===== src/rtl/seq_game_control.sv =====
// Control FSM for the number-sequence memory game: sequences generate, show,
// input, compare and level/life bookkeeping, and paces SHOW/INPUT on next_clk edges.
module seq_game_control #(
  parameter int MAX_LEVEL     = 7,
  parameter int TIMEOUT_TICKS = 16
) (
  input  logic       clk,
  input  logic       reset,
  input  logic       start,
  input  logic       key_press,
  input  logic       replay,
  input  logic       next_clk,
  input  logic [2:0] level,
  input  logic       seq_end,
  input  logic       end_comp,
  input  logic       show_counter_zero,
  input  logic       full_input,
  input  logic       no_lives,
  input  logic       match,
  input  logic       clk_zero,
  output logic       init_show_counter,
  output logic       reset_clk,
  output logic       init_lives,
  output logic       init_seq_counter,
  output logic       init_user_counter,
  output logic       init_level,
  output logic       init_match_counter,
  output logic       store_num,
  output logic       incr_seq_counter,
  output logic       incr_user_counter,
  output logic       read_seq,
  output logic       store_input,
  output logic       decr_show_counter,
  output logic       read_input,
  output logic       decr_lives,
  output logic       decr_clk,
  output logic       incr_level,
  output logic       show_active,
  output logic       await_input,
  output logic       game_over,
  output logic       game_won
);

  localparam int CW = $clog2(TIMEOUT_TICKS + 1);
  localparam logic [CW-1:0] CNT_ZERO = {CW{1'b0}};
  localparam logic [CW-1:0] CNT_ONE  = {{(CW-1){1'b0}}, 1'b1};
  localparam logic [CW-1:0] CNT_LAST = CW'(TIMEOUT_TICKS - 1);
  localparam logic [2:0]    LVL_MAX  = 3'(MAX_LEVEL);

  typedef enum logic [3:0] {
    ST_IDLE  = 4'd0,
    ST_INIT  = 4'd1,
    ST_GEN   = 4'd2,
    ST_SHOW  = 4'd3,
    ST_INPUT = 4'd4,
    ST_CMP   = 4'd5,
    ST_JUDGE = 4'd6,
    ST_LEVEL = 4'd7,
    ST_MISS  = 4'd8,
    ST_LCHK  = 4'd9,
    ST_OVER  = 4'd10,
    ST_WON   = 4'd11
  } state_t;

  state_t        state_r, state_s;
  logic          tick_q_r;
  logic [CW-1:0] to_cnt_r;
  logic          tick_s;
  logic          key_ok_s;
  logic          timeout_s;

  assign tick_s    = next_clk & ~tick_q_r;
  assign key_ok_s  = (state_r == ST_INPUT) & ~full_input & key_press;
  assign timeout_s = (to_cnt_r == CNT_LAST) & tick_s;

  // State, edge-detect history and input timeout counter
  always_ff @(posedge clk) begin
    if (reset) begin
      state_r  <= ST_IDLE;
      tick_q_r <= 1'b1;
      to_cnt_r <= CNT_ZERO;
    end else begin
      state_r  <= state_s;
      tick_q_r <= next_clk;
      // Counter sits at zero outside INPUT, so entry always starts from zero
      if (state_r != ST_INPUT || state_s != ST_INPUT) begin
        to_cnt_r <= CNT_ZERO;
      end else if (key_ok_s) begin
        to_cnt_r <= CNT_ZERO;
      end else if (tick_s) begin
        to_cnt_r <= to_cnt_r + CNT_ONE;
      end else begin
        to_cnt_r <= to_cnt_r;
      end
    end
  end

  // Next-state and strobe decode
  always_comb begin
    state_s            = state_r;
    init_show_counter  = 1'b0;
    reset_clk          = 1'b0;
    init_lives         = 1'b0;
    init_seq_counter   = 1'b0;
    init_user_counter  = 1'b0;
    init_level         = 1'b0;
    init_match_counter = 1'b0;
    store_num          = 1'b0;
    incr_seq_counter   = 1'b0;
    incr_user_counter  = 1'b0;
    read_seq           = 1'b0;
    store_input        = 1'b0;
    decr_show_counter  = 1'b0;
    read_input         = 1'b0;
    decr_lives         = 1'b0;
    decr_clk           = 1'b0;
    incr_level         = 1'b0;
    case (state_r)
      ST_IDLE, ST_OVER, ST_WON: begin
        if (start) state_s = ST_INIT;
        else       state_s = state_r;
      end
      ST_INIT: begin
        init_show_counter  = 1'b1;
        reset_clk          = 1'b1;
        init_lives         = 1'b1;
        init_level         = 1'b1;
        init_seq_counter   = 1'b1;
        init_user_counter  = 1'b1;
        init_match_counter = 1'b1;
        state_s            = ST_GEN;
      end
      ST_GEN: begin
        if (seq_end) begin
          init_seq_counter = 1'b1;
          state_s          = ST_SHOW;
        end else begin
          store_num        = 1'b1;
          incr_seq_counter = 1'b1;
        end
      end
      ST_SHOW: begin
        if (tick_s && seq_end) begin
          init_seq_counter  = 1'b1;
          init_user_counter = 1'b1;
          state_s           = ST_INPUT;
        end else if (tick_s) begin
          read_seq         = 1'b1;
          incr_seq_counter = 1'b1;
        end else begin
          state_s = state_r;
        end
      end
      ST_INPUT: begin
        if (full_input) begin
          init_seq_counter   = 1'b1;
          init_user_counter  = 1'b1;
          init_match_counter = 1'b1;
          state_s            = ST_CMP;
        end else if (key_press) begin
          store_input       = 1'b1;
          incr_user_counter = 1'b1;
        end else if (replay && !show_counter_zero) begin
          decr_show_counter = 1'b1;
          init_seq_counter  = 1'b1;
          init_user_counter = 1'b1;
          state_s           = ST_SHOW;
        end else if (timeout_s) begin
          state_s = ST_MISS;
        end else begin
          state_s = state_r;
        end
      end
      ST_CMP: begin
        if (end_comp) begin
          state_s = ST_JUDGE;
        end else begin
          read_input        = 1'b1;
          incr_user_counter = 1'b1;
          incr_seq_counter  = 1'b1;
        end
      end
      ST_JUDGE: begin
        if (match) state_s = ST_LEVEL;
        else       state_s = ST_MISS;
      end
      ST_LEVEL: begin
        if (level == LVL_MAX || clk_zero) begin
          state_s = ST_WON;
        end else begin
          incr_level         = 1'b1;
          decr_clk           = 1'b1;
          init_show_counter  = 1'b1;
          init_seq_counter   = 1'b1;
          init_user_counter  = 1'b1;
          init_match_counter = 1'b1;
          state_s            = ST_GEN;
        end
      end
      ST_MISS: begin
        decr_lives = 1'b1;
        state_s    = ST_LCHK;
      end
      ST_LCHK: begin
        if (no_lives) begin
          state_s = ST_OVER;
        end else begin
          init_show_counter  = 1'b1;
          init_seq_counter   = 1'b1;
          init_user_counter  = 1'b1;
          init_match_counter = 1'b1;
          state_s            = ST_GEN;
        end
      end
      default: begin
        state_s = ST_IDLE;
      end
    endcase
  end

  assign show_active = (state_r == ST_SHOW);
  assign await_input = (state_r == ST_INPUT);
  assign game_over   = (state_r == ST_OVER);
  assign game_won    = (state_r == ST_WON);

endmodule


===== config.mk =====
export PLATFORM = sky130hd
export DESIGN_NAME = seq_game_control
export DESIGN_NICKNAME = d
export VERILOG_FILES = /design/src/rtl/seq_game_control.sv
export SDC_FILE = /design/constraint.sdc
export NUM_CORES = 1
export LEC_CHECK = 0
export CORE_UTILIZATION = 50
export CTS_CLUSTER_DIAMETER = 30
export DETAILED_ROUTE_END_ITERATION = 8
export DONT_BUFFER_PORTS = 1
export HOLD_SLACK_MARGIN = 0.06
export PLACE_DENSITY = 0.72
export SLEW_MARGIN = 10
export SYNTH_ARGS = -nofsm -noshare
export SYNTH_HDL_FRONTEND = slang
export SYNTH_SLANG_ARGS = --single-unit

===== constraint.sdc =====
create_clock -name clk -period 2.4 [get_ports clk]
set_input_delay 0.6 -clock clk [delete_from_list [all_inputs] [get_ports clk]]
set_output_delay 0.6 -clock clk [all_outputs]
set_load 0.05 [all_outputs]

==> impl_metrics.env <==
export IMPL_grt_setup_unrepaired="true"
export IMPL_cp_start_kind="flop"
export IMPL_grt_use_met2_pct=41.47
export IMPL_cts_root_buf="clkbuf_4"
export IMPL_cts_buffers=3
export IMPL_final_nets=152
export IMPL_status="finished, violations left"
export IMPL_multi_input_area_um2=691.9
export IMPL_seq_area_frac_synth_pct=22.07
export IMPL_setup_ws_ns=-0.006661
export IMPL_timing_hold_ws_ns=0.4416
export IMPL_row_count=15
export IMPL_clkTransAtPathRegs_ns=0.06
export IMPL_drc=0
export IMPL_htreeDepth=1
export IMPL_critPathRequiredTime_ns=1.80
export IMPL_synth_edf_count=0
export IMPL_fin_cells=158
export IMPL_synth_area_leader_cell="dfxtp_1"
export IMPL_powerDensity_nw_per_um2=476.9
export IMPL_io_buffer_count=0
export IMPL_antenna_found_initial=0
export IMPL_core_um2=1708
export IMPL_peakVddDrop_mv=0.3348
export IMPL_syn_area_per_cell_um2=7.888
export IMPL_overflow=0
export IMPL_grt_max_degree=15
export IMPL_dieArea_um2=1989
export IMPL_pre_cts_ws_ns=0.2940
export IMPL_die_w_um=44.60
export IMPL_netlist_area_leader_share_pct=22.07
export IMPL_wl_per_cell_um=16.25
export IMPL_synth_nets=133
export IMPL_synth_flop_cell="dfxtp_1"
export IMPL_grt_pass1_wl_mm=3.926
export IMPL_busiest_layer="met2"
export IMPL_dp_hpwl_mm=1.982
export IMPL_critPathMaxFanout=7
export IMPL_crit_type="reg2out"
export IMPL_synth_most_common_cell="nor2_1"
export IMPL_p_int_uw=345.5
export IMPL_async_reset_ff_share_pct=0
export IMPL_finalPower_uw=586.0
export IMPL_cp_end_kind="primary output"
export IMPL_synthDistinctLibCells=47
export IMPL_routed_via_density=5.968
export IMPL_setup_violations=1
export IMPL_drv_max_cap_violation_count=0
export IMPL_insertion_delay_ns=0.26
export IMPL_ys_top_cells_by_count="nor2_1 (13), nand2_1 (12), dfxtp_1 (10)"
export IMPL_finalCritPeriodShare_pct=100.3
export IMPL_met1_usage_pct=36.57
export IMPL_cts_tree="done"
export IMPL_area_delta_synth_final_pct=35.45
export IMPL_postRouteAntennaNets=0
export IMPL_reg2regPathDepth=6
export IMPL_synthCells=115
export IMPL_combPwrFrac_pct=44.8
export IMPL_fin_crit_ns=2.407
export IMPL_n_antenna_cell=0
export IMPL_cp_arrival_ns=1.81
export IMPL_first_pass_iters=4
export IMPL_synth_area_top_cells="dfxtp_1 (22%), nor2_1 (5.4%), nand2_1 (5.0%)"
export IMPL_seq_area_um2=203.9
export IMPL_violations="setup timing"
export IMPL_placed_cells=150
export IMPL_fp_dieH_um=44.60
export IMPL_clockBufferDepth=2
export IMPL_max_freq_mhz=415.5
export IMPL_netlist_area_um2=907.1
export IMPL_grt_pass1_vias=843
export IMPL_hold_viol=0
export IMPL_hold_path_class="in2reg"
export IMPL_vias=943
export IMPL_worst_pin_slew_ns=0.3866
export IMPL_p_sw_uw=240.5
export IMPL_leakage_uw=0.0005099
export IMPL_hold_path_depth=1
export IMPL_slew_viol_final=0
export IMPL_slew_headroom_pct=74.07
export IMPL_met3_usage_pct=3.673
export IMPL_place_area_um2=1159
export IMPL_p_sw_share_pct=41.04
export IMPL_nFillCells=129
export IMPL_grtUsageTotal_pct=26.62
export IMPL_ys_ff_latch=10
export IMPL_io_pins=37
export IMPL_clockPowerShare_pct=25.2
export IMPL_gp_congestion=0.9777
export IMPL_start_util_pct=53.11
export IMPL_finalInstanceArea_um2=1229
export IMPL_yosys_warnings=0
export IMPL_skew_ns=0.001903
export IMPL_drt_total_wl_mm=2.567
export IMPL_p_seq_share_pct=30.0
export IMPL_cts_sinks=10
export IMPL_drive_above_1_share_pct=38.35
export IMPL_drtIter0Drc=36
sequential cells by signal, indices dropped and copies added (netlist names):
signal	flops
state_r	4
tick_q_r	1
to_cnt_r	5
cells in the final DEF (no fill, tap or decap), types with 2 or more instances in the layout:
| cell | count |
|---|---|
| a211oi_1 | 3 |
| a211oi_2 | 2 |
| a21o_1 | 2 |
| a21oi_1 | 2 |
| a31oi_1 | 3 |
| and3_1 | 2 |
| buf_12 | 5 |
| buf_4 | 19 |
| clkbuf_4 | 3 |
| dfxtp_1 | 9 |
| ha_1 | 2 |
| inv_1 | 5 |
| mux2i_1 | 2 |
| nand2_1 | 10 |
| nand2_2 | 2 |
| nand2b_1 | 4 |
| nand3b_1 | 2 |
| nand4_1 | 2 |
| nor2_1 | 12 |
| nor2b_1 | 3 |
| nor3_1 | 2 |
| nor3_4 | 2 |
| o211a_1 | 2 |
| o21ai_0 | 2 |
| xor2_1 | 2 |
timing repair:
action | 4_1_cts | 5_1_grt
buffers inserted | 0 | 4
hold buffers | 0 | 0
endpoints found under the setup margin | 0 | 1
gates resized for setup | 0 | 2
logic make-up (layout without fill, tap and decap cells):
| group | count (synthesis) | count (layout) | synth area share, % |
|---|---|---|---|
| buffers and inverters | 16 | 34 | 10.07 |
| and+or+nand+nor | 55 | 55 | 35.17 |
| xor gates and xnor gates | 3 | 3 | 2.897 |
| AOI/OAI and AO/OA | 27 | 27 | 24.83 |
| muxes | 2 | 2 | 2.207 |
| adders and majority gates | 2 | 2 | 2.758 |
| DFF | 10 | 10 | 22.07 |
path summary, 6_finish.rpt:
check / start / end / slack (ns)
hold reg to reg: to_cnt_r[3]$_SDFFE_PP0P_ / to_cnt_r[3]$_SDFFE_PP0P_ / 0.53
setup / recovery: state_r[3]$_SDFF_PP0_ / decr_show_counter / -0.007
hold / removal: reset / tick_q_r$_SDFF_PP1_ / 0.44
setup reg to reg: state_r[3]$_SDFF_PP0_ / to_cnt_r[4]$_SDFFE_PP0P_ / 0.49
power by group through the flow:
stage          sequential [uW]  combinational, uW  clock (uW)
2_1_floorplan              181                210           0
3_3_place_gp               180                258           0
3_5_place_dp               180                260           0
4_1_cts                    177                261         151
5_1_grt                    176                276         158
6_report                   176                263         148
through the flow:
step	TNS, ns	utilization (%)
final	-0.006661	71.94
after global routing	-0.03873	71.94
after CTS	0	69.96
after detailed placement	0	67.84
after global placement	0	67.84
after floorplan	-0.1044	-
routing by layer:
| metal | part of all wire, % | vias up |
|---|---|---|
| met5 | 0 | - |
| met4 | 3.0 | 0 |
| met3 | 6.8 | 11 |
| met2 | 48 | 51 |
| met1 | 42 | 431 |
| li1 | - | 450 |
final cells by class:
class / count / share of cell area, %
Inverter: 6 / 1.833
Timing Repair Buffer: 24 / 19.76
Clock buffer: 4 / 2.953
Multi-Input combinational cell: 89 / 56.31
Sequential cell: 10 / 16.60
Tap cell: 25 / 2.546
critical path, cell delays in order (launching register included):
cell and delay (ns):
dfxtp_4 0.36, or4b_4 0.60, nor4_4 0.40, buf_12 0.18
No activity file was read; power rests on OpenSTA's default activity.
